File: config.mk
export PLATFORM = sky130hd
export DESIGN_NAME = queue_frame_parser
export DESIGN_NICKNAME = d
export VERILOG_FILES = /design/src/rtl/queue_frame_parser_pkg.sv /design/src/rtl/queue_read_skid.sv /design/src/rtl/queue_frame_parser.sv
export SDC_FILE = /design/constraint.sdc
export NUM_CORES = 1
export LEC_CHECK = 0
export BUFFER_PORTS_ARGS = -buffer_cell sky130_fd_sc_hd__buf_2
export CAP_MARGIN = 20
export CORE_MARGIN = 2
export CORE_UTILIZATION = 50
export CTS_CLUSTER_SIZE = 25
export DETAILED_ROUTE_END_ITERATION = 10
export PLACE_DENSITY_LB_ADDON = 0.1
export SLEW_MARGIN = 5
export SYNTH_ARGS = -nofsm -noshare
export SYNTH_HDL_FRONTEND = slang
export SYNTH_SLANG_ARGS = --single-unit
File: constraint.sdc
create_clock -name clk -period 3.3 [get_ports clk]
set_clock_uncertainty 0.1 [all_clocks]
set_input_delay 0.495 -clock clk [delete_from_list [all_inputs] [get_ports clk]]
set_output_delay 0.495 -clock clk [all_outputs]
set_load 0.01 [all_outputs]
File: src/rtl/queue_frame_parser_pkg.sv
// Shared token constants, parser state and word decoder for the
// frame parser, pattern-generator and camera stages.
package queue_frame_parser_pkg;

    localparam int          WORD_W     = 17;
    localparam int          MARKER_BIT = 16;
    localparam logic [16:0] TOK_SOF    = 17'h10000;
    localparam logic [16:0] TOK_SOL    = 17'h10001;
    localparam logic [16:0] TOK_EOF    = 17'h1FFFF;

    typedef enum logic [1:0] {
        WAIT_SOF,
        WAIT_SOL,
        PIXELS,
        WAIT_EOF
    } parser_state_t;

    typedef enum logic [2:0] {
        K_PIX,
        K_SOF,
        K_SOL,
        K_EOF,
        K_ILL
    } token_kind_t;

    function automatic token_kind_t decode_token(input logic [16:0] w);
        token_kind_t k;
        if (!w[MARKER_BIT]) begin
            k = K_PIX;
        end else if (w == TOK_SOF) begin
            k = K_SOF;
        end else if (w == TOK_SOL) begin
            k = K_SOL;
        end else if (w == TOK_EOF) begin
            k = K_EOF;
        end else begin
            k = K_ILL;
        end
        return k;
    endfunction

endpackage

File: src/rtl/queue_read_skid.sv
// Two-entry skid buffer in front of a 1-cycle-latency FIFO, with
// read-issue throttling that still sustains one word per cycle.
module queue_read_skid
    import queue_frame_parser_pkg::*;
(
    input  logic              i_clk,
    input  logic              i_rst,
    input  logic              i_empty,
    output logic              o_rd_en,
    input  logic [WORD_W-1:0] i_data,
    output logic              o_valid,
    output logic [WORD_W-1:0] o_data,
    input  logic              i_pop
);

    logic [WORD_W-1:0] r_mem [2];
    logic              r_wr_ptr;
    logic              r_rd_ptr;
    logic              r_inflight;
    logic [1:0]        r_count;
    logic              w_pop;
    logic [1:0]        w_level;

    assign o_valid = (r_count != 2'd0);
    assign o_data  = r_mem[r_rd_ptr];
    assign w_pop   = i_pop && o_valid;

    // Occupancy after this cycle: stored words plus the word landing
    // now, minus the one leaving, so a full pipe can keep reading.
    assign w_level = r_count + {1'b0, r_inflight} - {1'b0, w_pop};
    assign o_rd_en = !i_rst && !i_empty && (w_level < 2'd2);

    // Track in-flight read, capture returned words, advance pointers.
    always_ff @(posedge i_clk or posedge i_rst) begin
        if (i_rst) begin
            r_mem[0]   <= '0;
            r_mem[1]   <= '0;
            r_wr_ptr   <= 1'b0;
            r_rd_ptr   <= 1'b0;
            r_inflight <= 1'b0;
            r_count    <= 2'd0;
        end else begin
            r_inflight <= o_rd_en;
            r_count    <= w_level;
            if (r_inflight) begin
                r_mem[r_wr_ptr] <= i_data;
                r_wr_ptr        <= ~r_wr_ptr;
            end
            if (w_pop) begin
                r_rd_ptr <= ~r_rd_ptr;
            end
        end
    end

endmodule

File: src/rtl/queue_frame_parser.sv
// Parses a SOF/SOL/pixel/EOF token stream from a FIFO into a
// valid/ready pixel stream. Optional macro: PARSER_ERR_STATS_EN.
module queue_frame_parser
    import queue_frame_parser_pkg::*;
#(
    parameter int FRAME_WIDTH    = 480,
    parameter int FRAME_HEIGHT   = 272,
    parameter bit EXPECT_MARKERS = 1'b1
) (
    input  logic        clk,
    input  logic        reset,
    input  logic        queue_empty,
    output logic        queue_rd_en,
    input  logic [16:0] queue_data,
    output logic [15:0] pix_data,
    output logic [10:0] pix_x,
    output logic [10:0] pix_y,
    output logic        pix_valid,
    input  logic        pix_ready,
    output logic        frame_start,
    output logic        frame_done,
    output logic        frame_error
`ifdef PARSER_ERR_STATS_EN
    ,
    output logic [7:0]  err_count
`endif
);

    localparam logic [10:0] LP_XMAX = 11'(FRAME_WIDTH - 1);
    localparam logic [10:0] LP_YMAX = 11'(FRAME_HEIGHT - 1);
    localparam parser_state_t LP_AFTER_SOF =
        EXPECT_MARKERS ? WAIT_SOL : PIXELS;

    parser_state_t r_state;
    parser_state_t w_state_nxt;
    logic [10:0]   r_x;
    logic [10:0]   r_y;
    logic [10:0]   w_x_nxt;
    logic [10:0]   w_y_nxt;
    logic [15:0]   r_pix_data;
    logic [10:0]   r_pix_x;
    logic [10:0]   r_pix_y;
    logic          r_pix_valid;
    logic          r_frame_start;
    logic          r_frame_done;
    logic          r_frame_error;
    logic          w_start;
    logic          w_done;
    logic          w_err;
    logic          w_pop;
    logic          w_load;
    logic          w_head_valid;
    logic [16:0]   w_head;
    logic          w_out_free;
    token_kind_t   w_kind;

    queue_read_skid u_skid (
        .i_clk   (clk),
        .i_rst   (reset),
        .i_empty (queue_empty),
        .o_rd_en (queue_rd_en),
        .i_data  (queue_data),
        .o_valid (w_head_valid),
        .o_data  (w_head),
        .i_pop   (w_pop)
    );

    assign w_kind     = decode_token(w_head);
    assign w_out_free = !r_pix_valid || pix_ready;

    // Parser state register.
    always_ff @(posedge clk or posedge reset) begin
        if (reset) begin
            r_state <= WAIT_SOF;
        end else begin
            r_state <= w_state_nxt;
        end
    end

    // Next state, coordinates, pulses and skid pop for the head word.
    always_comb begin
        w_state_nxt = r_state;
        w_x_nxt     = r_x;
        w_y_nxt     = r_y;
        w_start     = 1'b0;
        w_done      = 1'b0;
        w_err       = 1'b0;
        w_pop       = 1'b0;
        w_load      = 1'b0;
        if (w_head_valid) begin
            if (r_state == PIXELS && w_kind == K_PIX) begin
                if (w_out_free) begin
                    w_pop  = 1'b1;
                    w_load = 1'b1;
                    if (r_x == LP_XMAX) begin
                        w_x_nxt = '0;
                        if (r_y != LP_YMAX) begin
                            w_y_nxt     = r_y + 11'd1;
                            w_state_nxt = LP_AFTER_SOF;
                        end else if (EXPECT_MARKERS) begin
                            w_state_nxt = WAIT_EOF;
                        end else begin
                            w_done      = 1'b1;
                            w_state_nxt = WAIT_SOF;
                        end
                    end else begin
                        w_x_nxt = r_x + 11'd1;
                    end
                end
            end else begin
                w_pop = 1'b1;
                if (w_kind == K_SOF) begin
                    w_err       = (r_state != WAIT_SOF);
                    w_start     = 1'b1;
                    w_x_nxt     = '0;
                    w_y_nxt     = '0;
                    w_state_nxt = LP_AFTER_SOF;
                end else if (r_state == WAIT_SOF) begin
                    w_state_nxt = WAIT_SOF;
                end else if (r_state == WAIT_SOL && w_kind == K_SOL) begin
                    w_x_nxt     = '0;
                    w_state_nxt = PIXELS;
                end else if (r_state == WAIT_EOF && w_kind == K_EOF) begin
                    w_done      = 1'b1;
                    w_state_nxt = WAIT_SOF;
                end else begin
                    w_err       = 1'b1;
                    w_state_nxt = WAIT_SOF;
                end
            end
        end
    end

    // Coordinates and registered single-cycle frame pulses.
    always_ff @(posedge clk or posedge reset) begin
        if (reset) begin
            r_x           <= '0;
            r_y           <= '0;
            r_frame_start <= 1'b0;
            r_frame_done  <= 1'b0;
            r_frame_error <= 1'b0;
        end else begin
            r_x           <= w_x_nxt;
            r_y           <= w_y_nxt;
            r_frame_start <= w_start;
            r_frame_done  <= w_done;
            r_frame_error <= w_err;
        end
    end

    // Output pixel register: load when free, hold while stalled.
    always_ff @(posedge clk or posedge reset) begin
        if (reset) begin
            r_pix_data  <= '0;
            r_pix_x     <= '0;
            r_pix_y     <= '0;
            r_pix_valid <= 1'b0;
        end else if (w_load) begin
            r_pix_data  <= w_head[15:0];
            r_pix_x     <= r_x;
            r_pix_y     <= r_y;
            r_pix_valid <= 1'b1;
        end else if (pix_ready) begin
            r_pix_valid <= 1'b0;
        end
    end

    assign pix_data    = r_pix_data;
    assign pix_x       = r_pix_x;
    assign pix_y       = r_pix_y;
    assign pix_valid   = r_pix_valid;
    assign frame_start = r_frame_start;
    assign frame_done  = r_frame_done;
    assign frame_error = r_frame_error;

`ifdef PARSER_ERR_STATS_EN
    logic [7:0] r_err_count;

    // Saturating count of frame_error pulses.
    always_ff @(posedge clk or posedge reset) begin
        if (reset) begin
            r_err_count <= '0;
        end else if (w_err && r_err_count != 8'hFF) begin
            r_err_count <= r_err_count + 8'd1;
        end
    end

    assign err_count = r_err_count;
`endif

endmodule

# Word level (Yosys, flattened, before mapping)
# Cells that the tools add are included.
[word_totals] register_bits=105 inputBits=21 output_inout_bits=43 word_cells=114
[classes] addsub=4 order_cmp=4 eq_ne=15 mux=50 bitwise=4 n_reduce_logical=21
[op_table] operator="two-way mux 11 bit" n=11
[op_table] operator="two-way mux 17 bit" n=4
[op_table] operator="equality test 17 bit, second input constant" n=3
[op_table] operator="bitwise mux 34 bit" n=1
[op_table] operator="adder 11 x 1 -> 11 bit, second input constant" n=2
[op_table] operator="two-way mux 1 bit" n=22
[op_table] operator="demux 17 bit (select 1 bit)" n=1
[op_table] operator="two-way mux 2 bit" n=7
[op_table] operator="two-way mux 3 bit" n=4
[op_table] operator="equality test 11 x 9 -> 1 bit, second input constant" n=1
[op_table] operator="!= test 11 x 9 -> 1 bit, second input constant" n=1
[op_table] operator="nonzero test 2 bit" n=4
[op_table] operator="logical AND 1 bit" n=7
[op_table] operator="equality test 3 x 2 -> 1 bit, second input constant" n=2
[op_table] operator="AND reduction 5 bit" n=1
[op_table] operator="equality test 2 bit, second input constant" n=2
[op_table] operator="greater-or-equal comparator 2 bit, second input constant" n=2
[op_table] operator="!= test 2 x 1 -> 1 bit, second input constant" n=2
[op_table] operator="inverter 1 -> 2 bit" n=2
[op_table] operator="AND reduction 4 bit" n=1
[op_table] operator="equality test 3 x 1 -> 1 bit, second input constant" n=1
[op_table] operator="zero test 1 bit" n=3
[op_table] operator="zero test 3 bit" n=1
[op_table] operator="!= test 3 bit, second input constant" n=1
[op_table] operator="11 further kinds" n=12

# Logic depth before layout (Yosys ltp)
[logic_depth] word_depth=17 mapped_depth=10 mapped_depth_nobuf=9

# Hierarchy
# From an unflattened synthesis, not the netlist that was laid out.
[hier_totals] cells_unflattened=372 hier_area_um2=4760.8
[by_module_without_submodules] module="queue_frame_parser" instances=1 cells_per_inst=264 area_each_um2=3011.6 seq_area_each_um2=1651.6
[by_module_without_submodules] module="queue_read_skid" instances=1 cells_per_inst=108 area_each_um2=1749.2 seq_area_each_um2=975.9

# Worst setup path before layout
# Ideal clock, no wire load.
[synth_path] path_kind="register -> output" start="register u_skid.r_rd_ptr" end="output queue_rd_en" arrival_time_ns=2.505 path_slack_ns=0.200 path_stages_with_launch=11 path_buffers=1 cell_sequence="dfrtp_1 buf_2 mux2_4 nor2_1 a21oi_1 ha_1 inv_1 ha_1 xnor2_1 xnor2_1 nor3_1"
[synth_between] elab_chain_cells=17 word_cells_on_any_way=19 classes_between="add/sub (1); order compare (1); eq/ne (3); mux (9); bitwise (1); reduce/logical (4)"
[synth_lines] element="start, declared" line="queue_read_skid.sv:18" text="logic r_rd_ptr;"
[synth_lines] element="start signal, assigned" line="queue_read_skid.sv:50" text="r_rd_ptr <= ~r_rd_ptr;"
[synth_lines] element="inverter 1 -> 2 bit (implied by the code) *" line="queue_read_skid.sv:25" text="assign o_data = r_mem[r_rd_ptr];"
[synth_lines] element="two-way mux 17 bit (implied by the code) * (3 in series)" line="queue_read_skid.sv:25"
[synth_lines] element="equality test 17 bit" line="queue_frame_parser_pkg.sv:34" text="end else if (w == TOK_EOF) begin"
[synth_lines] element="two-way mux 3 bit" line="queue_frame_parser_pkg.sv:34"
[synth_lines] element="two-way mux 3 bit" line="queue_frame_parser_pkg.sv:32" text="end else if (w == TOK_SOL) begin"
[synth_lines] element="two-way mux 3 bit" line="queue_frame_parser_pkg.sv:30" text="end else if (w == TOK_SOF) begin"
[synth_lines] element="two-way mux 3 bit *" line="queue_frame_parser_pkg.sv:28" text="if (!w[MARKER_BIT]) begin"
[synth_lines] element="zero test 3 bit *" line="queue_frame_parser.sv:91" text="if (r_state == PIXELS && w_kind == K_PIX) begin"
[synth_lines] element="logical AND 1 bit *" line="queue_frame_parser.sv:91"
[synth_lines] element="two-way mux 1 bit *" line="queue_frame_parser.sv:91"
[synth_lines] element="two-way mux 1 bit *" line="queue_frame_parser.sv:90" text="if (w_head_valid) begin"
[synth_lines] element="logical AND 1 bit *" line="queue_read_skid.sv:26" text="assign w_pop = i_pop && o_valid;"
[synth_lines] element="net u_skid.w_pop" line="queue_read_skid.sv:21" text="logic w_pop;"
[synth_lines] element="subtractor 2 x 1 -> 2 bit *" line="queue_read_skid.sv:30" text="assign w_level = r_count + {1'b0, r_inflight} - {1'b0, w_pop};"
[synth_lines] element="net u_skid.w_level[1]" line="queue_read_skid.sv:22" text="logic [1:0] w_level;"
[synth_lines] element="< comparator 2 bit *" line="queue_read_skid.sv:31" text="assign o_rd_en = !i_rst && !i_empty && (w_level < 2'd2);"
[synth_lines] element="logical AND 1 bit *" line="queue_read_skid.sv:31"
[synth_lines] element="end, declared" line="queue_frame_parser.sv:13" text="output logic queue_rd_en,"
# The timed path passes the listed nets; every way through them passes the cells marked *. The select of a mux whose other input is x is not followed.

# Worst setup path after layout
# Same ends and word-level chain as after synthesis.

==> results.rst <==
.. list-table::
   :header-rows: 1

   * - Metric
     - Value
   * - Post-CTS Hold Fix Bufs
     - 0
   * - RSZ-0062 raised after global routing
     - false
   * - Routed wl met3
     - ~280 microns
   * - Num Clock Sinks
     - 105
   * - Standard cell area after detailed placement
     - between 5000 and 6000 sq um
   * - Mapped Area
     - between 4000 and 5000 sq um
   * - Bufs on Longest Clock Path
     - 2
   * - Final count of pins violating max slew
     - 0
   * - Number of antenna violations at the first check in global routing
     - 0
   * - Number of nets in the final layout
     - roughly 540
   * - Tot GR Track Use
     - 20.6%
   * - Worst path top cell family by delay
     - adder cells
   * - Required @ worst endpoint
     - ~2.7 ns
   * - VDD IR-drop max
     - slightly below 0.4 mV
   * - Placed wire-length estimate
     - ~7000 microns
   * - Post-synthesis sequential element count
     - about 110
   * - Total number of placement rows
     - 35
   * - Footprint of the multi-input gates
     - around 2000 sq um
   * - Starting Density
     - 51.2%
   * - Maximum level of the CTS H-tree
     - 3
   * - Largest incremental delay on the critical path
     - approximately 0.40 ns
   * - Net count after synthesis
     - roughly 470
   * - Highest clock frequency the design can meet
     - between 0.3 and 0.4 GHz
   * - Synthesized instance count
     - 440
   * - RePlAce Congestion
     - ~0.83
   * - # resized after CTS
     - 0
   * - Result of the run
     - finished clean
   * - Startpoint-to-endpoint class of the critical path
     - register to primary output
   * - Util after Layout
     - 59.0%
   * - Element type at the critical path end
     - primary output
   * - Fraction of registers with async set or reset after synthesis
     - 100%
   * - Clock insertion delay at the later pin of the skew report
     - between 0.3 and 0.4 ns
   * - Detailed-routing iteration count for the pre-antenna-repair pass
     - 4
   * - Iteration-0 DRC count of the detailed router
     - between 100 and 150
   * - Final Critical Period
     - 3.04 ns
   * - Clock transition time at the flip-flop clock pins of the worst setup and hold paths
     - 0.09 ns
   * - TritonCTS Buffers
     - 9
   * - Total met2 wirelength after detailed routing
     - 4800 microns
   * - Setup repair bufs after CTS
     - 0
   * - Most instantiated flip-flop cell in the synthesis netlist
     - dfrtp_1
   * - Number of global-route vias before repair
     - ~3.4k
   * - Number of remaining DRC errors
     - 0
   * - Die ar.
     - ~10000 sq um
   * - Top layer used by detailed routing
     - met4
   * - # fillers
     - ~810
   * - Root buffer selected by CTS
     - clkbuf_8
   * - Portion of the post-synthesis area used by sequential elements
     - a little under three fifths
   * - Share of the clock period used by the worst path after layout
     - between 90 and 100%
   * - Worst slew margin relative to its limit
     - 44.9%
   * - Average wire length per cell after detail routing
     - roughly 16 microns
   * - Warning count from the yosys run
     - 0
   * - Placeable core region
     - 9150 sq um
   * - Pin count of the biggest net entering global routing
     - 68
   * - Antenna-violating nets left
     - 0
   * - Total grt overflow
     - 0
   * - Number of distinct library cells after synthesis
     - between 40 and 50
   * - Clock tree from TritonCTS
     - built
   * - Post-route non-filler standard cell count
     - roughly 630
   * - Cell type with the highest occurrence count on the critical path
     - ha_1
   * - CP arrival
     - approximately 2.4 ns
   * - Cell count after placement
     - around 600
   * - First-pass GRT wire length
     - 16400 microns
   * - Actual slew at the worst max-slew pin
     - roughly 0.83 ns
   * - Overall die width
     - 101 microns
   * - Final std cell area, no fill
     - between 5000 and 6000 sq um
   * - Reported max-cap violation count
     - 0
   * - LEAKAGE
     - between 0.002 and 0.003 uW
   * - Via count
     - between 3k and 4k
   * - Reg area
     - ~2600 sq um
   * - Syn Area/Cell
     - 10.7 sq um
   * - Vias per Instance
     - between 5 and 6
   * - Area delta synth->final
     - 15.1%
   * - Chip height
     - approximately 100 microns
   * - Worst-path fanout max
     - 4
   * - Critical Path, Cell by Cell
     - mux2_4, nor2_2, a21oi_1, ha_1, inv_1, ha_1, xnor2_2, xnor2_1, nor3_2, buf_2
   * - Top-level port count
     - between 60 and 70
   * - Final setup TNS
     - 0 ns
   * - Critical path buffer and inverter count
     - 2
   * - Routed wire length
     - 9780 microns
   * - Share of layout cells above drive strength 1
     - 26.2%
   * - Number of I/O port buffers
     - between 60 and 70
   * - Antenna Cells
     - 0
   * - EDFF count, synth
     - 0
   * - Number of hold violations in the final report
     - 0
   * - Type of origin of the critical path
     - register
   * - Crit path max-delay cell type
     - dfrtp_1
   * - Final setup vio count
     - 0
   * - Total power per unit cell area
     - just under 800 nW/um^2
   * - Worst min-delay path category
     - input pin to register
   * - M1 WL
     - roughly 4600 microns
final timing paths:
check | endpoint | startpoint | slack, ns | depth (start not counted)
min in group asynchronous | frame_start | reset | 0.19 | 2
hold reg to reg | pix_y[4] | pix_y[4] | 0.38 | 2
max in group asynchronous | u_skid.r_mem[20] | reset | 2.12 | 3
setup / recovery | queue_rd_en | u_skid.r_rd_ptr | 0.26 | 10
hold / removal | u_skid.r_inflight | queue_empty | 0.18 | 2
setup reg to reg | r_x[6] | u_skid.r_rd_ptr | 0.69 | 7
per-stage QoR:
stage	hold WS (ns)	worst slack (ns)	total power (uW)
final	0.183	0.262	4160
after CTS	0.166	0.147	4180
after global placement	0.353	0.443	3320
after global routing	0.177	0.0673	4470
after floorplan	0.360	0.200	2900
after detailed placement	0.358	0.378	3380
report_power, final:
part	internal (uW)	switching [uW]
sequential	1650	316
clock	374	429
combinational	629	768
total	2650	1510
flip-flops by register name, summed over array words and instances (netlist names), 2 cells and up:
register,flops
pix_y,11
u_skid.r_mem,34
r_y,11
r_state,2
r_x,11
pix_x,11
u_skid.r_count,2
pix_data,16
synth_stat cells (6+ instances only):
| cell type | instances | share of area, % |
|---|---|---|
| xor2_1 | 12 | 2.2 |
| mux2_2 | 35 | 8.4 |
| nand2_1 | 95 | 7.6 |
| clkbuf_1 | 13 | 1.0 |
| o2111ai_1 | 8 | 1.5 |
| mux2i_1 | 13 | 2.8 |
| nor3_1 | 12 | 1.3 |
| nand3_1 | 12 | 1.3 |
| dfrtp_1 | 105 | 56 |
| and3_1 | 6 | 0.80 |
| nor2_1 | 24 | 1.9 |
| a21oi_1 | 9 | 0.96 |
| o21ai_0 | 28 | 3.0 |
cells in the final DEF (no fill, tap or decap), types with 2 or more instances in the layout:
cell type and instances:
clkinv_4 2, clkbuf_1 2, or2_2 2, clkbuf_8 10, inv_1 4, nand3_1 12, nand2b_1 3, o21a_1 3
xor2_1 12, nand4_1 5, and2_1 3, o22a_1 2, nor4_1 5, ha_1 4, dfrtp_1 105, mux2i_1 13
o2111ai_1 8, nor4b_1 2, o211ai_1 3, buf_4 10, a21oi_1 9, and3_1 6, mux2_2 35, or3_1 5
nor3_2 2, nor3_1 11, nor2b_1 4, buf_2 63, o31ai_1 2, o21ai_0 28, nor2_1 23, xnor2_1 2
nand2_1 95
worst reg2reg max path: cells and delay by family (launching register included):
family	cells	cell delay, ns
buf+inv	1	0.34
flops	1	0.38
compound gates	4	1.29
simple gates	2	0.40
cell families after synthesis:
| group | after synthesis | synth area share [%] |
|---|---|---|
| AND/OR/NAND/NOR | 185 | 18.5 |
| AO/OA/AOI/OAI | 62 | 8.41 |
| multiplexers | 49 | 11.5 |
| flip-flops | 105 | 56.0 |
| adder cells (fa/ha/maj) | 4 | 1.07 |
| buffers and inverters | 20 | 1.63 |
| XOR/XNOR | 15 | 2.80 |
final cells by class:
class / instances / share of cell area [%]
multi-input combinational: 315 / 37.1
timing repair buffer: 74 / 7.60
clock inverter: 4 / 0.974
tap: 111 / 2.57
clock buffer: 12 / 2.69
inverter: 5 / 0.417
sequential: 105 / 48.7
layer usage:
layer | track usage, % | vias to the layer above
met4 | 7.48 | 0
met2 | 34.1 | 55
li1 | - | 1688
met3 | 3.26 | 9
met1 | 27.5 | 1692
met5 | 0 | -
No activity file was read; power rests on OpenSTA's default activity.
